--- src/rtl/rc5_key_sched.sv ---
// RC5-16/r/16 key schedule: expands a 128-bit key into t = 2(r+1) 16-bit subkeys.
// Optional macro RC5_KEYSCHED_LOCK_EN hides the table until an expansion completes.
module rc5_key_sched (
  input  logic         clk,
  input  logic         rst,
  input  logic         start,
  input  logic [3:0]   num_rounds,
  input  logic [127:0] key,
  output logic         busy,
  output logic         done,
  output logic         key_valid,
  input  logic [4:0]   rd_addr,
  output logic [15:0]  rd_data
);
  // state | meaning
  // IDLE  | waiting for start; table readable
  // LOAD  | key words and t captured
  // INIT  | S[k] = P + k*Q, one entry per cycle
  // MIX   | 3*max(t,8) mixing steps over S and L
  // DONE  | one-cycle completion pulse
  typedef enum logic [2:0] {IDLE, LOAD, INIT, MIX, DONE} state_t;

  localparam logic [15:0] P_C = 16'hB7E1;
  localparam logic [15:0] Q_C = 16'h9E37;

  state_t      state_q, state_d;
  logic [5:0]  t_q;
  logic [4:0]  i_q;
  logic [2:0]  j_q;
  logic [15:0] a_q, b_q;
  logic [6:0]  cnt_q;
  logic        kv_q;
  logic [15:0] s_q [32];
  logic [15:0] l_q [8];

  logic        i_last;
  logic [6:0]  mix_len_m1;
  logic [15:0] init_val, a_new, ab_sum, b_new;

  function automatic logic [15:0] rotl(input logic [15:0] x, input logic [3:0] n);
    logic [31:0] w;
    w = {x, x} << n;
    return w[31:16];
  endfunction

  assign i_last     = ({1'b0, i_q} == t_q - 6'd1);
  assign mix_len_m1 = (t_q < 6'd8) ? 7'd23 : ({1'b0, t_q} + {t_q, 1'b0}) - 7'd1;
  assign init_val   = (i_q == 5'd0) ? P_C : s_q[i_q - 5'd1] + Q_C;
  assign a_new      = rotl(s_q[i_q] + a_q + b_q, 4'd3);
  assign ab_sum     = a_new + b_q;
  assign b_new      = rotl(l_q[j_q] + ab_sum, ab_sum[3:0]);

  always_comb begin
    state_d = state_q;
    case (state_q)
      IDLE:    if (start) state_d = LOAD;
      LOAD:    state_d = INIT;
      INIT:    if (i_last) state_d = MIX;
      MIX:     if (cnt_q == 7'd0) state_d = DONE;
      DONE:    state_d = IDLE;
      default: state_d = IDLE;
    endcase
  end

  always_ff @(posedge clk) begin
    if (!rst) begin
      state_q <= IDLE;
      t_q     <= 6'd0;
      i_q     <= 5'd0;
      j_q     <= 3'd0;
      a_q     <= 16'd0;
      b_q     <= 16'd0;
      cnt_q   <= 7'd0;
      kv_q    <= 1'b0;
    end else begin
      state_q <= state_d;
      case (state_q)
        IDLE: if (start) begin
          // operands captured on the accepting edge so later input changes cannot leak in
          t_q  <= ({2'b00, num_rounds} + 6'd1) << 1;
          kv_q <= 1'b0;
        end
        LOAD: i_q <= 5'd0;
        INIT: begin
          i_q <= i_q + 5'd1;
          if (i_last) begin
            i_q   <= 5'd0;
            j_q   <= 3'd0;
            a_q   <= 16'd0;
            b_q   <= 16'd0;
            cnt_q <= mix_len_m1;
          end
        end
        MIX: begin
          a_q   <= a_new;
          b_q   <= b_new;
          i_q   <= i_last ? 5'd0 : i_q + 5'd1;
          j_q   <= j_q + 3'd1;
          cnt_q <= cnt_q - 7'd1;
          if (cnt_q == 7'd0) kv_q <= 1'b1;
        end
        default: ;
      endcase
    end
  end

  // Table storage carries no reset; t = 0 after reset makes it unreadable.
  always_ff @(posedge clk) begin
    if (rst) begin
      if (state_q == IDLE && start) begin
        for (int k = 0; k < 8; k++) l_q[k] <= key[16*k +: 16];
      end else if (state_q == INIT) begin
        s_q[i_q] <= init_val;
      end else if (state_q == MIX) begin
        s_q[i_q] <= a_new;
        l_q[j_q] <= b_new;
      end
    end
  end

  always_comb begin
    rd_data = 16'h0000;
    if ({1'b0, rd_addr} < t_q) rd_data = s_q[rd_addr];
`ifdef RC5_KEYSCHED_LOCK_EN
    if (!kv_q) rd_data = 16'h0000;
`endif
  end

  assign busy      = (state_q != IDLE);
  assign done      = (state_q == DONE);
  assign key_valid = kv_q;

endmodule

--- config.mk ---
export PLATFORM = sky130hd
export DESIGN_NAME = rc5_key_sched
export DESIGN_NICKNAME = d
export VERILOG_FILES = /design/src/rtl/rc5_key_sched.sv
export SDC_FILE = /design/constraint.sdc
export NUM_CORES = 1
export LEC_CHECK = 0
export CAP_MARGIN = 25
export CORE_ASPECT_RATIO = 0.6
export CORE_UTILIZATION = 40
export DETAILED_ROUTE_END_ITERATION = 6
export PLACE_DENSITY = 0.6
export SETUP_SLACK_MARGIN = 0.1
export SYNTH_ARGS = -nofsm -noshare
export SYNTH_HDL_FRONTEND = slang
export SYNTH_SLANG_ARGS = --single-unit
--- constraint.sdc ---
create_clock -name clk -period 16.9 [get_ports clk]
set_input_delay 3.38 -clock clk [delete_from_list [all_inputs] [get_ports clk]]
set_output_delay 3.38 -clock clk [all_outputs]
set_load 0.01 [all_outputs]
======== Yosys cells after proc, flatten, opt, wreduce, memory -nomap -nowiden ========
Memories as Yosys holds them, arrays and structs flattened. A register that Yosys moved wholly into a read port is not among the register bits.
Cells that the tools add are included.
word-level totals
  register bits ........................... 56
  memory bits (writable) .................. 640
  input port bits ......................... 140
  output and inout bits ................... 19
  logic and storage cells ................. 88
  memories kept ........................... 2
memory list
  memory  words  width  rd ports  clocked after Yosys merged registers in  write ports  RTL line  text
  s_q     32     16     3         1                                        1            33        logic [15:0] s_q [32];
  l_q     8      16     1         1                                        8            34        logic [15:0] l_q [8];
operators by class
  add/sub/neg operators ................... 13
  magnitude comparators ................... 2
  eq/ne operators ......................... 8
  shifts and indexed selects .............. 1
  mux-type cells .......................... 39
  bitwise operators ....................... 1
  reductions and logical operators ........ 14
operator list
  operator                                                                count
  16-bit two-way mux                                                      5
  16-bit adder                                                            4
  16-bit case mux with 2 select lines                                     2
  32-bit by 4-bit << shifter with 32-bit output                           1
  3-bit two-way mux                                                       7
  16-bit adder (second input constant)                                    1
  16-bit OR reduction                                                     1
  1-bit two-way mux                                                       15
  5-bit two-way mux                                                       3
  7-bit two-way mux                                                       2
  7-bit case mux with 2 select lines                                      1
  7-bit by 1-bit subtractor with 7-bit output (second input constant)     2
  3-bit case mux with 4 select lines                                      1
  5-bit case mux with 2 select lines                                      1
  6-bit by 7-bit adder with 7-bit output                                  1
  7-bit zero test                                                         1
  3-bit by 2-bit equality test with 1-bit output (second input constant)  2
  5-bit by 6-bit equality test with 1-bit output                          1
  5-bit by 6-bit < comparator with 1-bit output                           1
  6-bit by 4-bit < comparator with 1-bit output (second input constant)   1
  2-bit inequality test (second input constant)                           3
  3-bit case mux with 2 select lines                                      1
  3-bit AND reduction                                                     2
  2-bit nonzero test                                                      3
  15 further kinds                                                        16

======== Logic depth before layout (Yosys ltp) ========
Gate-level depths: netlist of run 1.
  depth after elaboration ................. 8
  depth in mapped cells ................... 42

======== Worst setup path after synthesis of run 1 ========
OpenSTA, ideal clock, no wires.
  path kind ............................... register to register
  from .................................... register with a tool-made name
  to ...................................... memory l_q[3][12] (data pin)
  arrival time ............................ 9988 ps
  slack ................................... 6640 ps
  cell stages (with the launch flop) ...... 41
  period minus slack after synthesis ...... 10260 ps
  cells stage by stage .................... dfxtp_1 > buf_1 > clkbuf_1 > buf_1 > mux4_2 > mux4_2 > mux2_2 > fa_1 > ha_1 > fa_1 > a21o_1 > a21oi_1 > o21bai_1 > a21o_1 > a21oi_1 > o21ai_0 > a41oi_1 > xnor2_1 > [... 5 more ...] > a21oi_1 > o21bai_1 > a21oi_1 > o21ai_0 > nor2_1 > xnor2_1 > ha_1 > clkbuf_1 > nand2_1 > o21ai_0 > a41oi_1 > o31ai_1 > xnor2_2 > xnor3_1 > mux4_2 > mux2i_4 > buf_4 > o221ai_1
RTL lines
  item              RTL line
  end: declaration  34

==> results.sh, run 1 <==
export IMPL_multi_input_area_um2=19900
export IMPL_yosys_area_top_type="edfxtp_1"
export IMPL_ys_warn_count=0
export IMPL_cp_max_fo=69
export IMPL_path_class="reg2reg"
export IMPL_route_detailed_drc=0
export IMPL_final_cell_mix="edfxtp_1, mux4_2, nand2_1"
export IMPL_vias=29500
export IMPL_die_height_um=250
export IMPL_tns_ps=0
export IMPL_dieWidth_um=416
export IMPL_root_buffer="clkbuf_16"
export IMPL_n_antenna_cell=0
export IMPL_core_area_um2=101000
export IMPL_drive_gt1_share_pct=27.8
export IMPL_cts_hold_buffers=0
export IMPL_post_route_period_util_pct=70.5
export IMPL_port_buffers=158
export IMPL_yosysTopAreaCellShare_pct=46.7
export IMPL_cts_setup_buffers=0
export IMPL_firstDrtPassIters=6
export IMPL_tritoncts="done"
export IMPL_fill_cells=8622
export IMPL_p_leak_nw=15.2
export IMPL_num_rows=90
export IMPL_worst_pin_slew_ps=1220
export IMPL_power_density_nw_per_um2=106
export IMPL_hold_violations=0
export IMPL_switching_share_pct=33.4
export IMPL_syn_cell_area_um2=41100
export IMPL_synth_compound_area_share_pct=7.37
export IMPL_muxShareOfSynthArea_pct=29.1
export IMPL_synth_simple_gate_area_share_pct=6.67
export IMPL_reg2reg_to="l_q[0][7]"
export IMPL_final_common_cell="edfxtp_1"
export IMPL_numCtsBuffers=72
export IMPL_outcome="complete, no violations"
export IMPL_finalNetCount=3151
export IMPL_startpoint_type="register"
export IMPL_clk_pin_slew_ps=70
export IMPL_detailedPlace_worstSlack_ps=5150
export IMPL_vdd_drop_max_uv=74.1
export IMPL_clock_sinks=704
export IMPL_p_sw_mw=1.66
export IMPL_intPower_mw=3.31
export IMPL_reg2reg_depth=31
export IMPL_p_seq_share_pct=39.6
export IMPL_synth_top_family_by_area="multiplexers"
export IMPL_postSynthCellCount=2788
export IMPL_timing_fmax_mhz=83.9
export IMPL_cts_resized=0
export IMPL_dp_final_hpwl_um=95000
export IMPL_grt_usage_pct=27.8
export IMPL_synth_xor_area_share_pct=1.64
export IMPL_cp_end_kind="register"
export IMPL_drv_cap=0
export IMPL_cts_buffer_depth=3
export IMPL_finalWorstSetupSlack_ps=4980
export IMPL_slowest_delay_ps=790
export IMPL_grt_pass1_vias=28600
export IMPL_dieArea_um2=104000
export IMPL_routedWlPerCell_um=33.8
export IMPL_slew_viol_final=0
export IMPL_initial_core_util_pct=40.6
export IMPL_synthToLayoutAreaGrowth_pct=14.3
export IMPL_routabilityCongestion=0.933
export IMPL_combinationalPowerShare_pct=27.6
export IMPL_drt_iter0_markers=4260
export IMPL_placed_area_um2=44700
export IMPL_cp_required_ps=17350
export IMPL_rsz0062_at_grt="false"
export IMPL_yosys_most_used_dff="edfxtp_1"
export IMPL_clkPwrFrac_pct=32.7
export IMPL_crit_slowest_cell="dfxtp_4"
export IMPL_fin_area_um2=47000
export IMPL_ios=159
export IMPL_fin_crit_ps=11920
export IMPL_htreeDepth=3
export IMPL_synthAdderAreaFrac_pct=2.94
export IMPL_clk_latency_ps=690
export IMPL_endpoint="l_q[0][7]"
export IMPL_ys_seq_area_share_pct=49.8
export IMPL_grt_max_degree=78
export IMPL_seqCellArea_um2=20500
export IMPL_antenna_left=0
export IMPL_vias_per_cell=6.84
export IMPL_hold_path_class="reg2reg"
export IMPL_clock_skew_ps=47.7
export IMPL_arrival_ps=12380
export IMPL_antenna_found_initial=1
export IMPL_setup_violations_final=0
export IMPL_synth_nets=3014
export IMPL_syn_area_per_cell_um2=14.8
export IMPL_ys_ff_latch=704
export IMPL_finalWirelength_um=146000
export IMPL_synth_edf_count=640
export IMPL_grt_ovfl_total=0
export IMPL_synth_area_leaders="edfxtp_1, mux4_2, dfxtp_1"
export IMPL_rrSetupSlack_ps=4980
export IMPL_ys_types=76
export IMPL_relSlewSlack_pct=18.3
export IMPL_grt_pass1_wl_um=209000
export IMPL_async_flop_share_pct=0
## power by group through the flow
stage	clock network, mW	logic [mW]	registers, mW
after floorplan	0	0.855	2.00
after global placement	0	1.29	2.01
after detailed placement	0	1.31	2.01
after CTS	1.64	1.32	1.97
after global routing	1.70	1.44	1.97
final	1.63	1.37	1.97
## layer usage
metal	track usage, %	vias to the layer above	share of wire, %
li1	-	11700	-
met2	37.6	2237	41
met4	6.71	0	2.9
met5	0	-	0
met1	41.7	15300	41
met3	10.6	282	15
## area by class of cell
cell class              count  area share [%]
clock inverters            41           0.894
inverters                  59           0.471
flip-flops and latches    704            43.6
clock buffers              90            4.04
repair buffers            267            5.21
well taps                1334            3.55
multi-input cells        1821            42.2
## worst min path at each step
stage	cells after the start	slack, ps	end	start
2_1_floorplan	2	420	a_q[11]	a_q[11]
3_3_place_gp	2	430	a_q[11]	a_q[11]
3_5_place_dp	2	430	a_q[1]	a_q[1]
4_1_cts	2	440	a_q[1]	a_q[1]
5_1_grt	2	480	a_q[1]	a_q[1]
6_report	2	440	a_q[1]	a_q[1]
## metrics by stage
step | power (mW) | hold slack (ps) | utilization [%] | cells
final | 4.97 | 445 | 46.5 | 4316
after global routing | 5.11 | 478 | 46.5 | 4316
after CTS | 4.93 | 444 | 46.4 | 4310
after detailed placement | 3.32 | 434 | 44.1 | 4179
after global placement | 3.29 | 434 | 44.1 | 4174
after floorplan | 2.85 | 422 | - | 2788
## kinds of logic after synthesis
kind of cell	count (synthesis)
compound gates	450
xor+xnor	73
fa+ha+maj	86
buf+inv	263
flops	704
mux	569
simple gates	643
## flip-flops by register name, summed over array words and instances, names as in the netlist, 3 cells and up, named ones only
name	flops
t_q	5
i_q	5
state_q	3
a_q	16
s_q	512
cnt_q	7
j_q	3
l_q	128
b_q	16
## cell usage after synthesis, types with 10 or more instances
cell,n
a22o_1,12
o221ai_1,39
a21o_1,22
fa_1,18
buf_2,11
ha_1,68
a21oi_1,96
o21ai_0,82
nand4_1,17
dfxtp_1,64
edfxtp_1,640
a22oi_1,23
a211oi_1,13
mux2_2,33
a31oi_1,11
xnor2_1,42
nor2_1,222
inv_1,56
nand3_1,40
mux4_2,498
nand2_1,269
o22ai_1,46
clkbuf_1,147
nor3_1,28
buf_1,45
or2_2,10
o21bai_1,11
mux2i_1,37
xor2_1,28
o31ai_1,39
nand2b_1,11
## worst max-delay path: cells and delay by family (launching register included)
| kind | cells | cell delay, ps |
|---|---|---|
| muxes | 3 | 1380 |
| buffers and inverters | 5 | 2000 |
| DFF | 1 | 790 |
| xor gates and xnor gates | 2 | 430 |
| AOI/OAI and AO/OA | 14 | 4550 |
| adders and majority gates | 5 | 2190 |
| and+or+nand+nor | 2 | 310 |
Power figures use the tool's default switching activity.
==> inputs of run 2 (changes only) <==
- clock period: 16.9 -> 12.1 ns (I/O delays scaled with it)
==> results.sh, run 2 (synthesis results as in run 1) <==
export IMPL_final_cells=4337
export IMPL_grt_max_degree=86
export IMPL_firstDrtPassIters=6
export IMPL_place_inst=4201
export IMPL_initial_core_util_pct=40.6
export IMPL_largest_reg_flops=512
export IMPL_grt_usage_pct=27.6
export IMPL_cp_required_ps=12460
export IMPL_final_cell_mix="edfxtp_1, mux4_2, nand2_1"
export IMPL_worst_path_buf_inv=2
export IMPL_timing_fmax_mhz=88.3
export IMPL_port_buffers=158
export IMPL_worst_pin_slew_ps=1080
export IMPL_clk_pin_slew_ps=60
export IMPL_grt_pass1_vias=28400
export IMPL_cts_hold_buffers=0
export IMPL_placed_area_um2=44900
export IMPL_tns_ps=0
export IMPL_routabilityCongestion=0.938
export IMPL_vias_per_cell=6.83
export IMPL_htreeDepth=3
export IMPL_cts_setup_buffers=0
export IMPL_antenna_found_initial=1
export IMPL_cts_buffer_depth=3
export IMPL_routedWlPerCell_um=33.5
export IMPL_drive_gt1_share_pct=28.4
export IMPL_detailedPlace_worstSlack_ps=959
export IMPL_relSlewSlack_pct=27.7
export IMPL_drv_cap=0
export IMPL_final_common_cell="edfxtp_1"
export IMPL_crit_family="compound AO/OA/AOI/OAI gates"
export IMPL_power_density_nw_per_um2=147
export IMPL_cts_resized=0
export IMPL_hold_ws_ps=458
export IMPL_die_height_um=250
export IMPL_fin_crit_ps=11330
export IMPL_finish_utilization_pct=46.7
export IMPL_root_buffer="clkbuf_16"
export IMPL_num_rows=90
export IMPL_clk_latency_ps=670
export IMPL_vias=29600
export IMPL_hold_violations=0
export IMPL_vdd_drop_max_uv=128
export IMPL_dieWidth_um=416
export IMPL_tritoncts="done"
export IMPL_ios=159
export IMPL_drt_iter0_markers=4426
export IMPL_startpoint_type="register"
export IMPL_slew_viol_final=0
export IMPL_cp_end_kind="register"
export IMPL_setup_violations_final=0
export IMPL_post_route_period_util_pct=93.6
export IMPL_fin_area_um2=47300
export IMPL_dp_final_hpwl_um=96500
export IMPL_finalWorstSetupSlack_ps=772
export IMPL_multi_input_area_um2=19900
export IMPL_grt_pass1_wl_um=207000
export IMPL_regMostFlops="s_q"
export IMPL_numCtsBuffers=72
export IMPL_reg_top3="s_q (512), l_q (128)"
export IMPL_seqCellArea_um2=20500
export IMPL_core_area_um2=101000
export IMPL_crit_slowest_cell="a211oi_4"
export IMPL_fill_cells=8547
export IMPL_clock_skew_ps=35.3
export IMPL_p_leak_nw=15.3
export IMPL_rsz0062_at_grt="false"
export IMPL_finalPower_mw=6.97
export IMPL_path_class="reg2reg"
export IMPL_grt_ovfl_total=0
export IMPL_cp_max_fo=26
export IMPL_synthToLayoutAreaGrowth_pct=14.9
export IMPL_route_detailed_drc=0
export IMPL_hold_path_class="reg2reg"
export IMPL_clock_sinks=704
export IMPL_finalWirelength_um=145000
export IMPL_outcome="complete, no violations"
export IMPL_arrival_ps=11690
export IMPL_slowest_delay_ps=780
export IMPL_path_common_cell="a21oi_1"
export IMPL_finalNetCount=3173
export IMPL_dieArea_um2=104000
export IMPL_antenna_left=0
[run 2: final timing paths]
path                            startpoint        end  slack (ps)  depth (start not counted)
worst max-delay path              register  l_q[1][5]         770                         36
worst max register to register    register  l_q[1][5]         770                         36
worst min-delay path                a_q[1]     a_q[1]         460                          2
worst min register to register      a_q[1]     a_q[1]         460                          2
[run 2: routing by layer]
metal / share of wire, % / vias to the layer above / global-route usage [%]
met2: 41 / 2393 / 37.1
met1: 41 / 15200 / 41.2
met3: 15 / 294 / 10.6
met5: 0 / - / 0
met4: 2.8 / 0 / 7.54
li1: - / 11700 / -
[run 2: area by class of cell]
| class | count | area share (%) |
|---|---|---|
| Tap cell | 1334 | 3.53 |
| Sequential cell | 704 | 43.4 |
| Timing Repair Buffer | 289 | 5.68 |
| Clock buffer | 90 | 4.03 |
| Clock inverter | 39 | 0.865 |
| Multi-Input combinational cell | 1821 | 42.0 |
| Antenna cell | 1 | 0.00529 |
| Inverter | 59 | 0.468 |
[run 2: tightest hold or removal path: stages, from the launching register on]
cell	delay, ps
dfxtp_1	310
nand2_1	50
nand2_1	50
[run 2: power breakdown]
part	switching [mW]	internal (mW)	total, mW
logic	1.27	0.682	1.95
clock network	1.01	1.26	2.27
registers	0.0279	2.72	2.75
total	2.31	4.66	6.97
